==> src/rtl/next_pc_ctrl_if.sv <==
// Fetch-redirect bundle between the pipeline control and the next-PC selector.
// NEXT_PC_TRAP_EN adds the trap_req request line.
interface next_pc_ctrl_if;
    logic [31:0] pc_cur;
    logic        stall_req;
    logic        br_taken;
    logic [31:0] br_target;
`ifdef NEXT_PC_TRAP_EN
    logic        trap_req;
`endif
    logic [31:0] pc_next;
    logic        pc_en;
    logic        flush;
    logic        redir_pend;
    logic        stall_timeout;

`ifdef NEXT_PC_TRAP_EN
    modport master (
        output pc_cur, stall_req, br_taken, br_target, trap_req,
        input  pc_next, pc_en, flush, redir_pend, stall_timeout
    );
    modport slave (
        input  pc_cur, stall_req, br_taken, br_target, trap_req,
        output pc_next, pc_en, flush, redir_pend, stall_timeout
    );
`else
    modport master (
        output pc_cur, stall_req, br_taken, br_target,
        input  pc_next, pc_en, flush, redir_pend, stall_timeout
    );
    modport slave (
        input  pc_cur, stall_req, br_taken, br_target,
        output pc_next, pc_en, flush, redir_pend, stall_timeout
    );
`endif
endinterface

==> src/rtl/next_pc_ctrl.sv <==
// Next-PC selection with redirect capture across stalls and a stall watchdog.
// Optional trap redirect enabled by defining NEXT_PC_TRAP_EN.
module next_pc_ctrl #(
    parameter logic [31:0] TRAP_ADDR = 32'h0000_0100,
    parameter int          STALL_MAX = 16
) (
    input  logic              clk,
    input  logic              rst_n,
    next_pc_ctrl_if.slave     bus
);

    typedef enum logic [0:0] {
        ST_RUN  = 1'b0,
        ST_HOLD = 1'b1
    } state_t;

    function automatic logic [31:0] align_word(input logic [31:0] addr);
        return {addr[31:2], 2'b00};
    endfunction

    state_t      state_r;
    state_t      state_nx_s;
    logic [31:0] pend_r;
    logic        pend_trap_r;
    logic [7:0]  wdog_cnt_r;
    logic [7:0]  wdog_cnt_nx_s;
    logic        timeout_r;
    logic        trap_s;
    logic [31:0] pc_next_s;
    logic        pc_en_s;
    logic        flush_s;

`ifdef NEXT_PC_TRAP_EN
    assign trap_s = bus.trap_req;
`else
    assign trap_s = 1'b0;
`endif

    // FSM state register
    always_ff @(posedge clk or negedge rst_n) begin
        if (!rst_n) begin
            state_r <= ST_RUN;
        end else begin
            state_r <= state_nx_s;
        end
    end

    // FSM next-state: HOLD only when a redirect arrives during a stall
    always_comb begin
        state_nx_s = state_r;
        if (bus.stall_req) begin
            if (trap_s || bus.br_taken) begin
                state_nx_s = ST_HOLD;
            end else begin
                state_nx_s = state_r;
            end
        end else begin
            state_nx_s = ST_RUN;
        end
    end

    // FSM outputs: priority trap > branch > pending > sequential
    always_comb begin
        pc_next_s = bus.pc_cur;
        pc_en_s   = 1'b0;
        flush_s   = 1'b0;
        if (bus.stall_req) begin
            pc_next_s = bus.pc_cur;
            pc_en_s   = 1'b0;
            flush_s   = 1'b0;
        end else if (trap_s) begin
            pc_next_s = align_word(TRAP_ADDR);
            pc_en_s   = 1'b1;
            flush_s   = 1'b1;
        end else if (bus.br_taken) begin
            pc_next_s = align_word(bus.br_target);
            pc_en_s   = 1'b1;
            flush_s   = 1'b1;
        end else begin
            case (state_r)
                ST_HOLD: begin
                    pc_next_s = pend_r;
                    pc_en_s   = 1'b1;
                    flush_s   = 1'b1;
                end
                ST_RUN: begin
                    pc_next_s = bus.pc_cur + 32'd4;
                    pc_en_s   = 1'b1;
                    flush_s   = 1'b0;
                end
                default: begin
                    pc_next_s = bus.pc_cur + 32'd4;
                    pc_en_s   = 1'b1;
                    flush_s   = 1'b0;
                end
            endcase
        end
    end

    // Pending redirect capture; a held trap is never replaced by a branch
    always_ff @(posedge clk or negedge rst_n) begin
        if (!rst_n) begin
            pend_r      <= 32'h0000_0000;
            pend_trap_r <= 1'b0;
        end else if (bus.stall_req) begin
            if (trap_s) begin
                pend_r      <= align_word(TRAP_ADDR);
                pend_trap_r <= 1'b1;
            end else if (bus.br_taken && !((state_r == ST_HOLD) && pend_trap_r)) begin
                pend_r      <= align_word(bus.br_target);
                pend_trap_r <= 1'b0;
            end else begin
                pend_r      <= pend_r;
                pend_trap_r <= pend_trap_r;
            end
        end else begin
            pend_r      <= pend_r;
            pend_trap_r <= 1'b0;
        end
    end

    // Watchdog next count: saturating while stalled, cleared otherwise
    always_comb begin
        wdog_cnt_nx_s = 8'd0;
        if (bus.stall_req) begin
            if (wdog_cnt_r == 8'd255) begin
                wdog_cnt_nx_s = 8'd255;
            end else begin
                wdog_cnt_nx_s = wdog_cnt_r + 8'd1;
            end
        end else begin
            wdog_cnt_nx_s = 8'd0;
        end
    end

    // Watchdog counter and sticky timeout flag
    always_ff @(posedge clk or negedge rst_n) begin
        if (!rst_n) begin
            wdog_cnt_r <= 8'd0;
            timeout_r  <= 1'b0;
        end else begin
            wdog_cnt_r <= wdog_cnt_nx_s;
            timeout_r  <= timeout_r | (wdog_cnt_nx_s == 8'(STALL_MAX));
        end
    end

    assign bus.pc_next       = pc_next_s;
    assign bus.pc_en         = pc_en_s;
    assign bus.flush         = flush_s;
    assign bus.redir_pend    = (state_r == ST_HOLD);
    assign bus.stall_timeout = timeout_r;

endmodule

==> src/flat_wrapper.sv <==
// flat-port wrapper written by rule: the top's interface ports become plain ports
module next_pc_ctrl_flat 
#(
    parameter logic [31:0] TRAP_ADDR = 32'h0000_0100,
    parameter int          STALL_MAX = 16
)
  (clk, rst_n, bus_pc_cur, bus_stall_req, bus_br_taken, bus_br_target, bus_pc_next, bus_pc_en, bus_flush, bus_redir_pend, bus_stall_timeout);
  next_pc_ctrl_if bus_i ();
  input  logic clk;
  input  logic rst_n;
  input wire logic [$bits(bus_i.pc_cur)-1:0] bus_pc_cur;
  input wire logic [$bits(bus_i.stall_req)-1:0] bus_stall_req;
  input wire logic [$bits(bus_i.br_taken)-1:0] bus_br_taken;
  input wire logic [$bits(bus_i.br_target)-1:0] bus_br_target;
  output wire logic [$bits(bus_i.pc_next)-1:0] bus_pc_next;
  output wire logic [$bits(bus_i.pc_en)-1:0] bus_pc_en;
  output wire logic [$bits(bus_i.flush)-1:0] bus_flush;
  output wire logic [$bits(bus_i.redir_pend)-1:0] bus_redir_pend;
  output wire logic [$bits(bus_i.stall_timeout)-1:0] bus_stall_timeout;
  assign bus_i.pc_cur = bus_pc_cur;
  assign bus_i.stall_req = bus_stall_req;
  assign bus_i.br_taken = bus_br_taken;
  assign bus_i.br_target = bus_br_target;
  assign bus_pc_next = bus_i.pc_next;
  assign bus_pc_en = bus_i.pc_en;
  assign bus_flush = bus_i.flush;
  assign bus_redir_pend = bus_i.redir_pend;
  assign bus_stall_timeout = bus_i.stall_timeout;
  next_pc_ctrl #(.TRAP_ADDR(TRAP_ADDR), .STALL_MAX(STALL_MAX)) u_core (.clk(clk), .rst_n(rst_n), .bus(bus_i));
endmodule
==> config.mk <==
export PLATFORM = sky130hd
export DESIGN_NAME = next_pc_ctrl_flat
export DESIGN_NICKNAME = d
export VERILOG_FILES = /design/src/rtl/next_pc_ctrl_if.sv /design/src/rtl/next_pc_ctrl.sv /design/src/flat_wrapper.sv
export SDC_FILE = /design/constraint.sdc
export NUM_CORES = 1
export LEC_CHECK = 0
export ABC_CLOCK_PERIOD_IN_PS = 2350
export CAP_MARGIN = 20
export CORE_MARGIN = 4
export CORE_UTILIZATION = 47
export DETAILED_ROUTE_END_ITERATION = 6
export PLACE_DENSITY = 0.82
export SLEW_MARGIN = 20
export SYNTH_ARGS = -nofsm -noshare
export SYNTH_HDL_FRONTEND = slang
export SYNTH_SLANG_ARGS = --single-unit
export TNS_END_PERCENT = 20
==> constraint.sdc <==
create_clock -name clk -period 2.35 [get_ports clk]
set_input_delay 0.47 -clock clk [delete_from_list [all_inputs] [get_ports clk]]
set_output_delay 0.47 -clock clk [all_outputs]
set_load 0.02 [all_outputs]
==> results of run 1 <==
==> metrics by stage <==
step                area (um^2)  power [mW]
finish                     5140        2.47
global route               5140        2.57
CTS                        5070        2.40
detailed placement         4820        1.63
global placement           4820        1.60
floorplan                  3110        1.18
==> layer usage <==
metal  global-route usage [%]  up-vias  part of all wire, %
met5                        0        -                    0
met4                     15.6        0                  5.6
met1                     36.4     1989                   37
li1                         -     1789                    -
met3                     5.71       88                  9.5
met2                     53.0      321                   48
==> power by group <==
part / internal, mW / switching [mW] / total, mW / leakage [nW]
clock network: 0.532 / 0.281 / 0.812 / 0.0784
registers: 0.769 / 0.0553 / 0.824 / 0.484
logic: 0.411 / 0.423 / 0.833 / 1.78
==> sequential cells by signal, summed over array words and instances (netlist names) <==
| name | count |
|---|---|
| u_core.bus.stall_timeout | 1 |
| u_core.bus.redir_pend | 1 |
| u_core.pend_r | 30 |
| u_core.wdog_cnt_r | 8 |
==> critical path: cells and delay by family <==
family / cells / cell delay (ps)
compound gates: 3 / 520
buf+inv: 5 / 690
simple gates: 2 / 410
==> cell families after synthesis <==
family	after synthesis	synth area share [%]
flops	40	32.2
fa+ha+maj	2	0.805
simple gates	144	24.0
mux	35	12.4
xor+xnor	12	3.38
buf+inv	35	4.43
compound gates	110	22.7
==> cells in the mapped netlist (3+ instances only) <==
library cell   n  share of area, %
nand3_1       18               2.9
o22ai_1        6               1.2
mux2_2        29                11
clkbuf_1      15               1.8
nand4_1        9               1.8
or3_1          3              0.60
a31oi_1        4              0.81
nor2b_1        5               1.0
dfrtp_1       40                32
xor2_1         8               2.3
buf_1          6              0.72
mux2i_1        6               1.9
nor2_1        38               4.6
xnor2_1        4               1.1
a22oi_1       13               3.1
nand2_1       35               4.2
a21oi_1       29               4.7
nor3_1        11               1.8
inv_1         10               1.2
o21ai_0       25               4.0
o31ai_1        4              0.97
o211ai_1       6               1.4
and3_1         9               1.8
==> repair_timing <==
| item | CTS | global route |
|---|---|---|
| buffers inserted | 9 | 4 |
| endpoints found under the hold margin | 0 | 0 |
| gates cloned | 1 | 0 |
| pin swaps | 19 | 14 |
| setup endpoints to repair | 33 | 31 |
| resized for setup | 239 | 63 |
==> cell type report <==
cell class,instances,area [um^2]
clock buffer,5,68.8
clock inverter,3,90.1
fill,380,1250
sequential,40,1000
inverter,11,41.3
tap,77,96.3
timing repair buffer,206,1690
multi-input combinational,303,2150
==> worst min-delay path by stage <==
| stage | start | end | slack (ps) | cells after the start |
|---|---|---|---|---|
| 6_report | rst_n | u_core.wdog_cnt_r[4] | 110 | 1 |
| 5_1_grt | rst_n | u_core.wdog_cnt_r[4] | 140 | 1 |
| 4_1_cts | rst_n | u_core.wdog_cnt_r[4] | 120 | 1 |
| 3_5_place_dp | rst_n | u_core.wdog_cnt_r[4] | 450 | 1 |
| 3_3_place_gp | rst_n | u_core.wdog_cnt_r[4] | 450 | 1 |
| 2_1_floorplan | rst_n | u_core.bus.redir_pend | 170 | 0 |
==> results.toml, run 1 <==
[drt]
vias = 4187
ant_nets = 0
via_per_inst = 6.49
drt_iter0_drc = 418
dr.pass1.iters = 5
wl_um = 13200
drc_errors = 0
wl_per_cell_um = 20.4

[floorplan]
die-area_um2 = 7980
die_h_um = 89.3
die_x_um = 89.3
core_um2 = 6390
rows = 29
pin_count = 104
start_util_pct = 48.7

[placement]
dp.cells = 623
io_buffer_count = 101
dp_hpwl_um = 8300
pre_cts_slack_ps = -1030
gp_congestion = 0.873

[pwr]
p_leak_nw = 2.34
power.density_nw_per_um2 = 481
ir_drop_mv = 0.400

[logic_synthesis]
synth_area_um2 = 3110
ys_warn_count = 0
synthCells = 378
synth_fp_nets = 448
synth_edf_count = 0
synth_cell_type_count = 56
synth.avg_cell_area_um2 = 8.22
async_flop_share_pct = 100
ys_seq_elements = 40
synthFlopType = "dfrtp_1"
yosysSeqAreaShare_pct = 32.2

[worst_setup_path]
crit_start = "bus_pc_cur[3]"
cp_common_cell = "buf_6"
r2r_cells = 6
critical_path_class = "input port to output pin"
r2r_end = "u_core.bus.stall_timeout"
worstPathMaxFanout = 7
crit_arrival_ps = 2100
cpMaxStageDelayCell = "nor4_4"
regToRegSetupSlack_ps = 490
end_kind = "output pin"
crit_path_end = "bus_pc_next[23]"
cpPeakStageDelay_ps = 310
worstPathRequired_ps = 1880
r2r-start = "u_core.wdog_cnt_r[0]"
crit_chain = "buf_8, buf_6, nand4_1, buf_6, nor4_4, buf_6, a41oi_1, o21ai_1, o311ai_2, buf_2"
worstSetupStartpointType = "input port"

[clocking]
numCtsBuffers = 5
cts_buffer_depth = 2
hold_buffers = 0
clock_latency_ps = 310
cts.clk_slew.worst_paths_ps = 90
cts_tree = "built"
cts_root_buf = "clkbuf_8"
clock_sinks = 40
cts-htree-levels = 2

[grt]
grt_usage_pct = 30.8
grt_max_degree = 34
grt_pass1_wl_um = 19100
antenna_found_initial = 0
grt_overflow = 0
grt_pass1_vias = 4018

[layout]
layout.nets = 637
final_util_pct = 80.5
final_common_cell = "buf_4"
drive_gt1_share_pct = 40.7
final_cell_mix = "104 x buf_4, 40 x dfrtp_1, 36 x clkdlybuf4s50_1"
layout-area-overhead-vs-synth_pct = 65.3
fin_cells = 645
antennaDiodeCount = 0

[timing]
holdWs_ps = 107
final-hold-violation-count = 0
fin_crit_ps = 2570
worst_pin_slew_ps = 475
report.final.slew_viol_count = 0
relSlewSlack_pct = 68.3
max_freq_mhz = 389
fin_skew_ps = 0.680
min_period_over_period_pct = 109
setup_viol = 10
rsz0062_at_grt = "true"
tns_ps = -751
fin_ws_ps = -218

[run]
cap_violations = 0

[run_status]
status = "complete, but fails checks"
violations = "negative setup slack"

[worst_hold_path]
hp-class = "input port to asynchronous set/reset pin"
Power figures use the tool's default switching activity.
==> inputs of run 2 (changes only) <==
--- a/config.mk
+++ b/config.mk
@@ -7,10 +7,14 @@
 export LEC_CHECK = 0
 export ABC_CLOCK_PERIOD_IN_PS = 2350
 export CAP_MARGIN = 20
+export CELL_PAD_IN_SITES_DETAIL_PLACEMENT = 1
+export CELL_PAD_IN_SITES_GLOBAL_PLACEMENT = 2
+export CORE_ASPECT_RATIO = 0.5
 export CORE_MARGIN = 4
-export CORE_UTILIZATION = 47
+export CORE_UTILIZATION = 26
 export DETAILED_ROUTE_END_ITERATION = 6
-export PLACE_DENSITY = 0.82
+export PLACE_DENSITY_LB_ADDON = 0.1
+export SKIP_LAST_GASP = 1
 export SLEW_MARGIN = 20
 export SYNTH_ARGS = -nofsm -noshare
 export SYNTH_HDL_FRONTEND = slang
==> run 2 against run 1 <==
  * Total power decreased by 0.85%
  * Via count decreased by 10%
  * Critical endpoint unchanged
  * Sequential power decreased by 0.7%
  * Core utilization decreased by 34 points
  * The flow still finishes with violations (negative setup slack)
  * Clock skew increased by 5.5 ps
  * Setup slack improved by 120 ps
==> results.toml, run 2 (same netlist as run 1, synthesis figures left out) <==
[clocking]
clock_latency_ps = 290
cts-htree-levels = 2
cts.clk_slew.worst_paths_ps = 70
cts_buffer_depth = 2
clock_sinks = 40
cts_root_buf = "clkbuf_16"
cts_tree = "built"
numCtsBuffers = 5

[grt]
grt_overflow = 0
grt_pass1_vias = 4189
grt_max_degree = 41
antenna_found_initial = 0
grt_usage_pct = 20.0
grt_pass1_wl_um = 22300

[layout]
largest_reg_flops = 30
reg.largest.list = "u_core.pend_r: 30 flops, u_core.wdog_cnt_r: 8 flops"
fin_cells = 723
layout-area-overhead-vs-synth_pct = 68.8
final_util_pct = 46.3
seqCellArea_um2 = 1000
final_common_cell = "buf_4"
multi_input_area_um2 = 2150
antennaDiodeCount = 0
fin_area_um2 = 5250
largest-register = "u_core.pend_r"
drive_gt1_share_pct = 39.0
final_cell_mix = "96 x buf_4, 39 x dfrtp_1, 37 x clkdlybuf4s50_1"
layout.nets = 633
fillers = 1356

[drt]
ant_nets = 0
drt_iter0_drc = 202
drc_errors = 0
wl_per_cell_um = 19.1
dr.pass1.iters = 4
via_per_inst = 5.21
vias = 3770
wl_um = 13800

[timing]
rsz0062_at_grt = "true"
max_freq_mhz = 409
worst_pin_slew_ps = 610
holdWs_ps = 260
fin_crit_ps = 2450
tns_ps = -745
fin_skew_ps = 6.22
relSlewSlack_pct = 59.3
setup_viol = 16
final-hold-violation-count = 0
report.final.slew_viol_count = 0
fin_ws_ps = -96.4
min_period_over_period_pct = 104

[worst_setup_path]
critical_path_class = "input port to output pin"
regToRegSetupSlack_ps = 300
worstPathMaxFanout = 8
end_kind = "output pin"
crit_arrival_ps = 1980
worstSetupStartpointType = "input port"
worstPathRequired_ps = 1880

[placement]
place_area_um2 = 4870
dp_hpwl_um = 10300
pre_cts_slack_ps = -1090
io_buffer_count = 101
dp.cells = 699
gp_congestion = 0.830

[run_status]
violations = "negative setup slack"
status = "complete, but fails checks"

[floorplan]
die_h_um = 85.3
pin_count = 104
die_x_um = 163
rows = 27
die-area_um2 = 13900
start_util_pct = 27.5
core_um2 = 11300

[pwr]
p_total_mw = 2.45
p_leak_nw = 2.29
power.density_nw_per_um2 = 467
ir_drop_mv = 0.219

[worst_hold_path]
hp-class = "input port to asynchronous set/reset pin"

[run]
cap_violations = 0
run 2: changes by cell type in the layout (fill, tap and decap cells not counted), sizes merged:
cell | before | now
bufinv | 3 | 1
clkinvlp | 0 | 1
buf | 146 | 140
nand2 | 35 | 36
clkbuf | 15 | 6
dlymetal6s2s | 2 | 0
clkdlybuf4s15 | 1 | 5
clkdlybuf4s50 | 36 | 37
clkinv | 1 | 2
dlygate4sd2 | 11 | 18
run 2: worst paths after layout:
path / from / endpoint / cells after the start
max in group asynchronous: rst_n / u_core.bus.redir_pend / 2
min: rst_n / u_core.pend_r[19] / 2
min reg2reg: u_core.pend_r[31] / u_core.pend_r[31] / 2
min in group clk: u_core.pend_r[31] / u_core.pend_r[31] / 2
max reg2reg: u_core.wdog_cnt_r[0] / u_core.bus.stall_timeout / 6
max: bus_pc_cur[9] / bus_pc_next[23] / 9
run 2: critical path, stage by stage:
cell and delay (ps):
buf_8 80, nand4_4 160, buf_12 170, nor4_4 260, buf_6 170, a41oi_2 130
o21ai_2 210, o311ai_4 150, buf_6 160
run 2: what timing repair did:
action,in CTS,in global routing
hold buffers,0,0
hold endpoints to repair,0,0
setup endpoints to repair,34,33
buffers inserted,11,3
pin swaps,20,12
resized for setup,258,21
gates cloned,2,0
run 2: where the power goes:
part / internal [mW] / switching, mW / leakage, nW
clock network: 0.500 / 0.318 / 0.0798
registers: 0.770 / 0.0488 / 0.483
logic: 0.402 / 0.410 / 1.73
run 2: final cells by class:
| class | instances | share of cell area [%] |
|---|---|---|
| flip-flops and latches | 40 | 19.1 |
| clock buffers | 5 | 2.39 |
| repair buffers | 201 | 32.2 |
| well taps | 159 | 3.79 |
| inverters | 11 | 0.787 |
| multi-input cells | 304 | 41.0 |
| clock inverters | 3 | 0.811 |
run 2: routing by layer:
metal / global-route usage, % / vias to the layer above / routed length, um
met1: 27.0 / 1898 / 6380
met5: 0 / - / 0
met4: 2.28 / 0 / 78
met3: 4.08 / 9 / 637
li1: - / 1782 / -
met2: 34.1 / 81 / 6740
==> inputs of run 3 (changes only) <==
--- a/config.mk
+++ b/config.mk
@@ -13,7 +13,9 @@
 export CORE_MARGIN = 4
 export CORE_UTILIZATION = 26
 export DETAILED_ROUTE_END_ITERATION = 6
+export MAX_ROUTING_LAYER = met4
 export PLACE_DENSITY_LB_ADDON = 0.1
+export SKIP_CTS_REPAIR_TIMING = 1
 export SKIP_LAST_GASP = 1
 export SLEW_MARGIN = 20
 export SYNTH_ARGS = -nofsm -noshare
==> run 3 against run 2 <==
  * Clock-buffer cell count is the same
  * First-iteration DRC count down 32%
  * Via count shrank 1.6%
  * The flow still finishes with violations (negative setup slack)
==> results.toml, run 3 (same netlist as run 1, synthesis figures left out) <==
[worst_setup_path]
critical_path_class = "input port to output pin"
r2r-start = "u_core.wdog_cnt_r[0]"
path_buf_inv = 3
crit_chain = "buf_8, nand4_4, nor4_4, buf_4, nand2_2, o31a_1, o31ai_2, buf_4"
worstPathMaxFanout = 6
crit_family = "simple AND/OR/NAND/NOR gates"
crit_start = "bus_pc_cur[12]"
r2r_end = "u_core.bus.stall_timeout"
crit_cells = 8
regToRegSetupSlack_ps = 540
worstPathRequired_ps = 1880
r2r_cells = 6
cpPeakStageDelay_ps = 340
end_kind = "output pin"
cpMaxStageDelayCell = "nor4_4"
cp_common_cell = "buf_4"
worstSetupStartpointType = "input port"
crit_path_end = "bus_pc_next[18]"
crit_arrival_ps = 1990

[pwr]
p_sw_share_pct = 31.1
ir_drop_mv = 0.216
p_int_mw = 1.69
p_comb_share_pct = 33.5
power.density_nw_per_um2 = 457
p_clk_share_pct = 33.0
p_seq_share_pct = 33.5
p_leak_nw = 2.60
netSwitchingPower_mw = 0.760

[timing]
rsz0062_at_grt = "true"
report.final.slew_viol_count = 0
relSlewSlack_pct = 60.7
min_period_over_period_pct = 105
fin_ws_ps = -108
fin_crit_ps = 2460
final-hold-violation-count = 0
worst_pin_slew_ps = 590
setup_viol = 13
max_freq_mhz = 407
fin_skew_ps = 1.55

[clocking]
cts_tree = "built"
cts_root_buf = "clkbuf_16"
clock_sinks = 40
clock_latency_ps = 290
cts-htree-levels = 2
numCtsBuffers = 5
cts_buffer_depth = 2
cts.clk_slew.worst_paths_ps = 60

[floorplan]
die_h_um = 85.3
pin_count = 104
die-area_um2 = 13900
core_um2 = 11300
rows = 27
start_util_pct = 27.5
die_x_um = 163

[grt]
antenna_found_initial = 0
grt_overflow = 0
grt_pass1_wl_um = 21400
grt_pass1_vias = 4032
grt_max_degree = 41
grt_usage_pct = 19.9

[layout]
final_common_cell = "buf_4"
reg.largest.list = "u_core.pend_r: 30 flops, u_core.wdog_cnt_r: 8 flops"
largest-register = "u_core.pend_r"
antennaDiodeCount = 0
largest_reg_flops = 30
layout-area-overhead-vs-synth_pct = 72.1
fillers = 1310
drive_gt1_share_pct = 33.9
final_util_pct = 47.3
layout.nets = 626
final_cell_mix = "87 x buf_4, 39 x dlymetal6s2s_1, 39 x dfrtp_1"

[run_status]
status = "complete, but fails checks"
violations = "negative setup slack"

[placement]
gp_congestion = 0.823
dp_hpwl_um = 10200
io_buffer_count = 101
pre_cts_slack_ps = -1110

[drt]
ant_nets = 0
drc_errors = 0
wl_um = 13400
vias = 3711
dr.pass1.iters = 4
drt_iter0_drc = 138
wl_per_cell_um = 18.7
via_per_inst = 5.18

[run]
cap_violations = 0

[worst_hold_path]
hp-class = "input port to asynchronous set/reset pin"
run 3: per-layer routing:
layer	routed length, um	vias up	track usage [%]
met5	0	-	-
met2	6480	65	31.9
met3	409	6	3.64
met4	61	0	2.82
met1	6450	1871	26.9
li1	-	1769	-
run 3: worst min-delay path by stage:
stage / from / end / depth (start not counted)
after floorplan: rst_n / u_core.bus.redir_pend / 0
after global placement: u_core.pend_r[31] / u_core.pend_r[31] / 2
after detailed placement: u_core.bus.stall_timeout / u_core.bus.stall_timeout / 2
after CTS: rst_n / u_core.pend_r[18] / 2
after global routing: rst_n / u_core.pend_r[18] / 2
final: rst_n / u_core.pend_r[20] / 2
run 3: per-stage QoR:
| step | TNS [ps] | total power, mW | std cells | instance area (um^2) | hold slack (ps) |
|---|---|---|---|---|---|
| after floorplan | -443 | 1.18 | 378 | 3110 | 174 |
| after CTS | -29010 | 2.47 | 708 | 5070 | 282 |
| after global placement | -26990 | 1.62 | 700 | 4900 | 464 |
| final | -476 | 2.45 | 716 | 5350 | 258 |
| after detailed placement | -28790 | 1.64 | 700 | 4900 | 462 |
| after global routing | -2590 | 2.58 | 716 | 5350 | 315 |
run 3: final cells by class:
type                            count  area (um^2)  share of cell area, %
Multi-Input combinational cell    303         2120                   39.6
Clock inverter                      3         42.5                  0.795
Sequential cell                    40         1000                   18.7
Inverter                           11         41.3                  0.772
Clock buffer                        5          125                   2.34
Timing Repair Buffer              195         1820                   34.1
Tap cell                          159          199                   3.72
run 3: power by group through the flow:
stage / Sequential (mW) / Clock (mW) / Combinational [mW]
after floorplan: 0.814 / 0 / 0.365
after global placement: 0.822 / 0 / 0.796
after detailed placement: 0.830 / 0 / 0.814
after CTS: 0.816 / 0.836 / 0.819
after global routing: 0.828 / 0.862 / 0.893
final: 0.820 / 0.807 / 0.821
